File: src/rtl/sll32_if.sv
// Handshake bundle for the sequential left shifter: operand/shift-amount
// request channel and result/overflow response channel.
interface sll32_if #(
   parameter int WIDTH = 32
) ();
   logic             in_valid;
   logic             in_ready;
   logic [WIDTH-1:0] A;
   logic [WIDTH-1:0] B;
   logic             out_valid;
   logic             out_ready;
   logic [WIDTH-1:0] res;
   logic             ovf;

   // Issue side drives operands and consumes the result.
   modport master (
      output in_valid, A, B, out_ready,
      input  in_ready, out_valid, res, ovf
   );

   // Shifter side.
   modport slave (
      input  in_valid, A, B, out_ready,
      output in_ready, out_valid, res, ovf
   );
endinterface

File: src/rtl/sll32_seq.sv
// Multi-cycle logical-left shifter. One shift-amount bit is resolved per
// cycle (log stages 1,2,4,8,16), so latency is fixed at SHAMT_W cycles
// regardless of the shift amount. A sticky flag records any 1-bit pushed
// out past the MSB.
module sll32_seq #(
   parameter int WIDTH   = 32,
   parameter int SHAMT_W = 5
) (
   input  logic   clk,
   input  logic   rst_n,
   sll32_if.slave bus
);

   localparam int STG_W = 3;

   localparam logic [1:0] S_IDLE  = 2'd0;
   localparam logic [1:0] S_SHIFT = 2'd1;
   localparam logic [1:0] S_DONE  = 2'd2;

   logic [1:0]         r_state;
   logic [WIDTH-1:0]   r_acc;
   logic [SHAMT_W-1:0] r_sh;
   logic [STG_W-1:0]   r_stg;
   logic               r_ovf_acc;
   logic [WIDTH-1:0]   r_res;
   logic               r_ovf;

   logic [SHAMT_W:0]   w_amt;
   logic [WIDTH-1:0]   w_shifted;
   logic [WIDTH-1:0]   w_lost;
   logic               w_take;
   logic               w_last;
   logic [WIDTH-1:0]   w_acc_nxt;
   logic               w_ovf_nxt;
   logic               w_accept;
   logic               w_deliver;

   // Handshake flags decode the state register only.
   assign bus.in_ready  = (r_state == S_IDLE);
   assign bus.out_valid = (r_state == S_DONE);
   assign bus.res       = r_res;
   assign bus.ovf       = r_ovf;

   assign w_accept  = (r_state == S_IDLE) && bus.in_valid;
   assign w_deliver = (r_state == S_DONE) && bus.out_ready;
   assign w_last    = (r_stg == STG_W'(SHAMT_W - 1));

   // Current stage step: 1 << stg. The bits that fall off are the top
   // w_amt bits of the pre-shift accumulator.
   always_comb begin
      w_amt     = {{SHAMT_W{1'b0}}, 1'b1} << r_stg;
      w_take    = r_sh[r_stg];
      w_shifted = r_acc << w_amt;
      w_lost    = r_acc & ~({WIDTH{1'b1}} >> w_amt);
      w_acc_nxt = w_take ? w_shifted : r_acc;
      w_ovf_nxt = r_ovf_acc | (w_take & (|w_lost));
   end

   // Control FSM: accept in IDLE, fixed SHAMT_W stages, hold result in DONE.
   always_ff @(posedge clk or negedge rst_n) begin
      if (!rst_n) begin
         r_state <= S_IDLE;
      end else begin
         case (r_state)
            S_IDLE:  if (w_accept)  r_state <= S_SHIFT;
            S_SHIFT: if (w_last)    r_state <= S_DONE;
            S_DONE:  if (w_deliver) r_state <= S_IDLE;
            default:                r_state <= S_IDLE;
         endcase
      end
   end

   // Stage counter: restarts on accept, walks 0..SHAMT_W-1 during SHIFT.
   always_ff @(posedge clk or negedge rst_n) begin
      if (!rst_n) begin
         r_stg <= '0;
      end else if (w_accept) begin
         r_stg <= '0;
      end else if (r_state == S_SHIFT) begin
         r_stg <= w_last ? '0 : r_stg + STG_W'(1);
      end
   end

   // Working accumulator and sticky shifted-out flag. Upper B bits are
   // intentionally dropped at capture.
   always_ff @(posedge clk or negedge rst_n) begin
      if (!rst_n) begin
         r_acc     <= '0;
         r_sh      <= '0;
         r_ovf_acc <= 1'b0;
      end else if (w_accept) begin
         r_acc     <= bus.A;
         r_sh      <= bus.B[SHAMT_W-1:0];
         r_ovf_acc <= 1'b0;
      end else if (r_state == S_SHIFT) begin
         r_acc     <= w_acc_nxt;
         r_ovf_acc <= w_ovf_nxt;
      end
   end

   // Output registers: loaded on the final stage so the previous result
   // stays visible through the next operation's IDLE and SHIFT phases.
   always_ff @(posedge clk or negedge rst_n) begin
      if (!rst_n) begin
         r_res <= '0;
         r_ovf <= 1'b0;
      end else if ((r_state == S_SHIFT) && w_last) begin
         r_res <= w_acc_nxt;
         r_ovf <= w_ovf_nxt;
      end
   end

endmodule

File: src/flat_wrapper.sv
// flat-port wrapper written by rule: the top's interface ports become plain ports
module sll32_seq_flat 
#(
   parameter int WIDTH   = 32,
   parameter int SHAMT_W = 5
)
  (clk, rst_n, bus_in_valid, bus_A, bus_B, bus_out_ready, bus_in_ready, bus_out_valid, bus_res, bus_ovf);
  sll32_if #(.WIDTH(WIDTH)) bus_i ();
  input  logic clk;
  input  logic rst_n;
  input wire logic [$bits(bus_i.in_valid)-1:0] bus_in_valid;
  input wire logic [$bits(bus_i.A)-1:0] bus_A;
  input wire logic [$bits(bus_i.B)-1:0] bus_B;
  input wire logic [$bits(bus_i.out_ready)-1:0] bus_out_ready;
  output wire logic [$bits(bus_i.in_ready)-1:0] bus_in_ready;
  output wire logic [$bits(bus_i.out_valid)-1:0] bus_out_valid;
  output wire logic [$bits(bus_i.res)-1:0] bus_res;
  output wire logic [$bits(bus_i.ovf)-1:0] bus_ovf;
  assign bus_i.in_valid = bus_in_valid;
  assign bus_i.A = bus_A;
  assign bus_i.B = bus_B;
  assign bus_i.out_ready = bus_out_ready;
  assign bus_in_ready = bus_i.in_ready;
  assign bus_out_valid = bus_i.out_valid;
  assign bus_res = bus_i.res;
  assign bus_ovf = bus_i.ovf;
  sll32_seq #(.WIDTH(WIDTH), .SHAMT_W(SHAMT_W)) u_core (.clk(clk), .rst_n(rst_n), .bus(bus_i));
endmodule
File: config.mk
export PLATFORM = sky130hd
export DESIGN_NAME = sll32_seq_flat
export DESIGN_NICKNAME = d
export VERILOG_FILES = /design/src/rtl/sll32_if.sv /design/src/rtl/sll32_seq.sv /design/src/flat_wrapper.sv
export SDC_FILE = /design/constraint.sdc
export NUM_CORES = 1
export LEC_CHECK = 0
export CAP_MARGIN = 20
export CORE_MARGIN = 10
export CORE_UTILIZATION = 58
export CTS_CLUSTER_DIAMETER = 80
export DETAILED_ROUTE_END_ITERATION = 8
export GPL_TIMING_DRIVEN = 0
export PLACE_DENSITY_LB_ADDON = 0.15
export SYNTH_ARGS = -nofsm -noshare
export SYNTH_HDL_FRONTEND = slang
export SYNTH_SLANG_ARGS = --single-unit
File: constraint.sdc
create_clock -name clk -period 5.54 [get_ports clk]
set_input_delay 0.554 -clock clk [delete_from_list [all_inputs] [get_ports clk]]
set_output_delay 0.554 -clock clk [all_outputs]
set_load 0.02 [all_outputs]
==> impl_metrics.tcl, run 1 <==
set metrics [dict create \
    syn_to_final_growth_pct 20.1 \
    slew_viol_final 0 \
    start_kind "flip-flop" \
    placed_area_um2 6770 \
    ys_types 69 \
    clock_latency_ns 0.38 \
    async_reset_ff_share_pct 100 \
    finalClockSkew_ns 0.0192 \
    cp.arrival_ns 4.22 \
    fin_tns_setup_ns 0 \
    drc 0 \
    cts-root-buf "clkbuf_8" \
    die_h_um 120 \
    cp.required_ns 5.82 \
    ys_seq_area_share_pct 32.6 \
    r2r-end "u_core.r_acc[27]" \
    reg2reg_slack_ns 1.60 \
    maxCapViolCount 0 \
    numPortBuffers 75 \
    drt_pre_antenna_iters 6 \
    antenna_found_initial 0 \
    hold_buffers 0 \
    syn_area_um2 5830 \
    final_common_cell "nand2_1" \
    fmax_ghz 0.254 \
    grt_start_max_net_pins 57 \
    num_rows 36 \
    cts_setup_buffers 0 \
    track_usage_pct 33.2 \
    ys_warn_count 0 \
    ctsResizeCount 0 \
    worst_r2r_path_depth 10 \
    drtAntennaViolNets 0 \
    fin_area_um2 7000 \
    cts-htree-levels 3 \
    hold_class "input pin to async pin" \
    slew_headroom_pct 43.3 \
    tightest_slew_ns 0.851 \
    drive_gt1_share_pct 11.4 \
    gp_congestion 1.17 \
    dp_hpwl_um 17900 \
    hold_violations 0 \
    cts_tree "done" \
    ios 103 \
    nets 836 \
    cts_inserted_buffers 9 \
    rsz0062_at_grt "no" \
    clock-sinks 76 \
    status "complete, no violations" \
    vias 6632 \
    ys_ff_latch 76 \
    finalCriticalPeriod_ns 3.94 \
    period_share_pct 71.2 \
    setup-violations-final 0 \
    synth_edf_count 0 \
    synthCells 672 \
    crit_type "flip-flop to flip-flop" \
    viasPerCell 7.39 \
    core_um2 9770 \
    synth_nets 749 \
    crit_fanout 12 \
    yosys_most_used_dff "dfrtp_1" \
    die_x_um 120 \
    endpoint_kind "flip-flop" \
    diodes 0 \
    r2r_start "u_core.r_stg[2]" \
    initial_core_util_pct 59.7 \
    wl_um 24800 \
    grt_pass1_vias 6382 \
    clk_path_buf_depth 2 \
    cts.clk_slew.worst_paths_ns 0.08 \
    wl_per_cell_um 27.7 \
    overflow 0 \
    layout_common_cells "nand2_1, dfrtp_1, clkdlybuf4s50_1" \
    dieArea_um2 14500 \
    grt_first_pass_wirelength_um 37400 \
    syn_avg_cell_area_um2 8.68 \
    drtIter0Drc 1253 \
]
==> logic make-up after synthesis <==
kind of cell	share of synthesized area [%]
AND/OR/NAND/NOR	16.6
AO/OA/AOI/OAI	27.6
multiplexers	13.8
buffers and inverters	7.42
adder cells (fa/ha/maj)	1.93
flip-flops	32.6
==> cell usage after synthesis (3+ instances only) <==
cell type / n / share of area, %
a222oi_1: 9 / 1.5
a32o_1: 3 / 0.52
o2111ai_1: 5 / 0.75
a22oi_1: 30 / 3.9
nor4_1: 6 / 0.64
o31ai_1: 4 / 0.52
mux2i_1: 33 / 5.7
a21oi_1: 28 / 2.4
o21ai_0: 44 / 3.8
dfrtp_1: 76 / 33
nand3_1: 22 / 1.9
a221o_1: 7 / 1.2
ha_1: 9 / 1.9
mux4_2: 14 / 5.4
buf_2: 19 / 1.6
nor3b_1: 3 / 0.39
a211oi_1: 5 / 0.64
o211ai_1: 5 / 0.64
o2bb2ai_1: 4 / 0.60
o21ai_1: 9 / 0.77
a22o_1: 7 / 1.1
buf_4: 11 / 1.4
a32oi_1: 4 / 0.60
a21o_1: 3 / 0.39
nor2b_1: 5 / 0.54
mux2_2: 13 / 2.5
a221oi_1: 12 / 1.8
nor2_1: 49 / 3.2
clkinv_1: 3 / 0.19
a31oi_1: 3 / 0.32
nand2b_1: 14 / 1.5
inv_1: 10 / 0.64
a2bb2oi_1: 4 / 0.60
clkbuf_1: 51 / 3.3
nor3_1: 9 / 0.77
nand2_1: 82 / 5.3
and3_1: 4 / 0.43
o32ai_1: 4 / 0.60
o22ai_1: 10 / 1.1
==> routing by layer <==
layer	part of all wire [%]	global-route usage, %
met1	36	40.8
met2	42	48.2
met3	16	15.3
met4	6.4	17.0
met5	0	0
==> worst max path at each step <==
stage / from / slack, ns / end
after floorplan: u_core.r_stg[1] / 2.95 / u_core.r_acc[15]
after global placement: rst_n / 1.31 / u_core.bus.res[2]
after detailed placement: u_core.r_stg[2] / 1.99 / u_core.r_acc[27]
after CTS: u_core.r_stg[2] / 1.91 / u_core.r_acc[27]
after global routing: u_core.r_stg[2] / 1.63 / u_core.r_acc[27]
final: u_core.r_stg[2] / 1.60 / u_core.r_acc[27]
==> state kept, by name, summed over array words and instances, names as in the netlist <==
name	count
u_core.bus.res	32
u_core.r_acc	32
u_core.r_sh	5
u_core.r_stg	3
u_core.r_state	2
u_core.bus.ovf	1
u_core.r_ovf_acc	1
==> worst max-delay path: stages, from the launching register on <==
cell	delay [ns]
dfrtp_1	0.42
buf_6	0.16
clkinv_1	0.18
clkbuf_1	0.57
ha_1	0.26
clkbuf_1	0.33
clkinv_1	0.39
clkbuf_1	0.45
o32ai_1	0.63
a222oi_1	0.22
o21ai_0	0.25
==> per-stage QoR <==
stage / hold WS [ns] / util, % / setup slack [ns] / cells
after floorplan: 0.258 / - / 2.95 / 672
after global placement: 0.451 / 69.0 / 1.31 / 880
after global routing: 0.0771 / 71.7 / 1.63 / 897
after CTS: 0.0810 / 71.7 / 1.91 / 897
final: 0.0842 / 71.7 / 1.60 / 897
after detailed placement: 0.456 / 69.3 / 1.99 / 881
==> cell type report <==
type / instances / area [um2]
Buffer: 82 / 380
Clock buffer: 10 / 138
Clock inverter: 6 / 93.8
Fill cell: 755 / 2770
Inverter: 14 / 52.6
Multi-Input combinational cell: 500 / 3500
Sequential cell: 76 / 1900
Tap cell: 133 / 166
Timing Repair Buffer: 76 / 776
Power of run 1 is left out: the tool's default activity adds up to more than one toggle a clock period on the data nets, which glitch-free logic cannot reach.
==> inputs of run 2 (changes only) <==
Settings changed: CORE_UTILIZATION 58 to 49.
Clock period 5.54 ns to 3.46 ns, I/O delays scaled along.
==> run 2 against run 1 <==
Against the previous run: first-iteration DRC count is 6.5% lower; hold slack improved by 0.38 ns; clock-buffer cell count shrank 1; critical path depth down 1; routed wire length increased by 7.6%; via count fell by 0.50%; worst setup slack worse by 1.5 ns; register-to-register slack worse by 1.5 ns; sequential share of layout area down 0.96 points; cell count rose by 1.9%.
==> impl_metrics.tcl, run 2 (synthesis results as in run 1) <==
set metrics [dict create \
    numPortBuffers 75 \
    r2r_start "u_core.r_stg[1]" \
    worst_slack_ns 0.0645 \
    period_share_pct 98.1 \
    cp_top_family "compound AO/OA/AOI/OAI gates" \
    wl_per_cell_um 29.3 \
    cp.required_ns 3.73 \
    cp.arrival_ns 3.67 \
    cpPeakStageDelay_ns 0.49 \
    dp_hpwl_um 19700 \
    min_to "u_core.bus.res[12]" \
    drc 0 \
    maxCapViolCount 0 \
    clock_latency_ns 0.35 \
    cts.clk_slew.worst_paths_ns 0.06 \
    track_usage_pct 31.8 \
    drtIter0Drc 1171 \
    slew_headroom_pct 46.0 \
    die_h_um 129 \
    initial_core_util_pct 50.6 \
    hold_path_depth 2 \
    fin_tns_setup_ns 0 \
    core_um2 11500 \
    fin_area_um2 7260 \
    layout_common_cells "nand2_1, dfrtp_1, clkdlybuf4s50_1" \
    placed_area_um2 6780 \
    grt_first_pass_wirelength_um 39900 \
    hold_class "flip-flop to flip-flop" \
    utilization_pct 63.1 \
    cts-root-buf "clkbuf_16" \
    ios 103 \
    dieArea_um2 16700 \
    cts_tree "done" \
    crit_fanout 10 \
    worst_path_max_delay_cell "dfrtp_1" \
    clk_path_buf_depth 2 \
    drt_pre_antenna_iters 7 \
    syn_to_final_growth_pct 24.5 \
    final_common_cell "nand2_1" \
    worst_r2r_path_depth 9 \
    status "complete, no violations" \
    gp_congestion 1.07 \
    vias 6599 \
    antenna_found_initial 0 \
    hold_violations 0 \
    slew_viol_final 0 \
    drive_gt1_share_pct 14.9 \
    clock-sinks 76 \
    endpoint_kind "flip-flop" \
    viasPerCell 7.22 \
    reg2reg_slack_ns 0.06 \
    fmax_ghz 0.295 \
    cts-htree-levels 3 \
    finalClockSkew_ns 0.00648 \
    nets 842 \
    overflow 0 \
    die_x_um 129 \
    grt_pass1_vias 6450 \
    start_kind "flip-flop" \
    grt_start_max_net_pins 46 \
    crit_chain "inv_1 > ha_1 > buf_4 > clkinv_1 > a21oi_4 > o211ai_1 > mux2_2 > a211oi_1 > a221o_1" \
    crit_buf_inv 3 \
    tightest_slew_ns 0.810 \
    dp_slack_ns -0.224 \
    setup-violations-final 0 \
    crit_type "flip-flop to flip-flop" \
    worstHoldStart "u_core.bus.res[12]" \
    wl_um 26700 \
    finalCriticalPeriod_ns 3.40 \
    drtAntennaViolNets 0 \
    r2r-end "u_core.r_acc[17]" \
    cts_inserted_buffers 9 \
    num_rows 39 \
]
-- run 2: cell count changes in the layout (fill, tap and decap cells not counted), sizes merged --
cell	delta
inv	-1
diode	+1
buf	+4
dlygate4sd3	+1
clkinv	+2
-- run 2: worst reg2reg max path: stages (launching register included) --
cell      delay (ns)
dfrtp_1         0.49
inv_1           0.24
ha_1            0.36
buf_4           0.27
clkinv_1        0.39
a21oi_4         0.37
o211ai_1        0.26
mux2_2          0.37
a211oi_1        0.37
a221o_1         0.21
-- run 2: area by class of cell --
| type | count | area (um2) |
|---|---|---|
| fill | 945 | 4250 |
| multi-input combinational | 500 | 3590 |
| sequential | 76 | 1900 |
| timing repair buffer | 82 | 816 |
| buffer | 82 | 390 |
| clock buffer | 9 | 225 |
| tap | 143 | 179 |
| clock inverter | 7 | 100 |
| inverter | 14 | 56.3 |
| antenna | 1 | 2.50 |
-- run 2: metrics by stage --
stage	hold slack, ns	cells
2_1_floorplan	0.0504	672
3_3_place_gp	0.452	890
3_5_place_dp	0.323	891
4_1_cts	0.472	910
5_1_grt	0.500	913
6_report	0.469	914
-- run 2: per-layer routing --
layer	GRT usage (%)	routed length (um)	up-vias	part of all wire [%]
met5	0	0	-	0
met4	17.3	1550	0	5.8
met3	11.1	3810	131	14
met2	46.8	11400	599	42
met1	40.2	10000	3153	38
li1	-	-	2716	-
-- run 2: how the worst max path moves through the flow --
stage / from / end / slack [ns] / depth (start not counted)
detailed placement: u_core.r_stg[1] / u_core.bus.res[22] / -0.22 / 9
global route: u_core.r_stg[1] / u_core.bus.res[16] / -0.02 / 11
floorplan: u_core.r_stg[1] / u_core.r_acc[15] / 0.87 / 8
CTS: u_core.r_stg[1] / u_core.r_acc[12] / 0.02 / 11
global placement: rst_n / u_core.bus.res[3] / -0.56 / 1
finish: u_core.r_stg[1] / u_core.r_acc[17] / 0.06 / 9
-- run 2: repair_timing --
| item | CTS | global route |
|---|---|---|
| pin swaps | 1 | 2 |
| setup endpoints to repair | 25 | 48 |
| resized for setup | 4 | 30 |
| cloned | 0 | 0 |
| buffers inserted | 2 | 3 |
| hold buffers | 1 | 0 |
| endpoints found under the hold margin | 31 | 0 |
Power of run 2 is left out for the same reason.
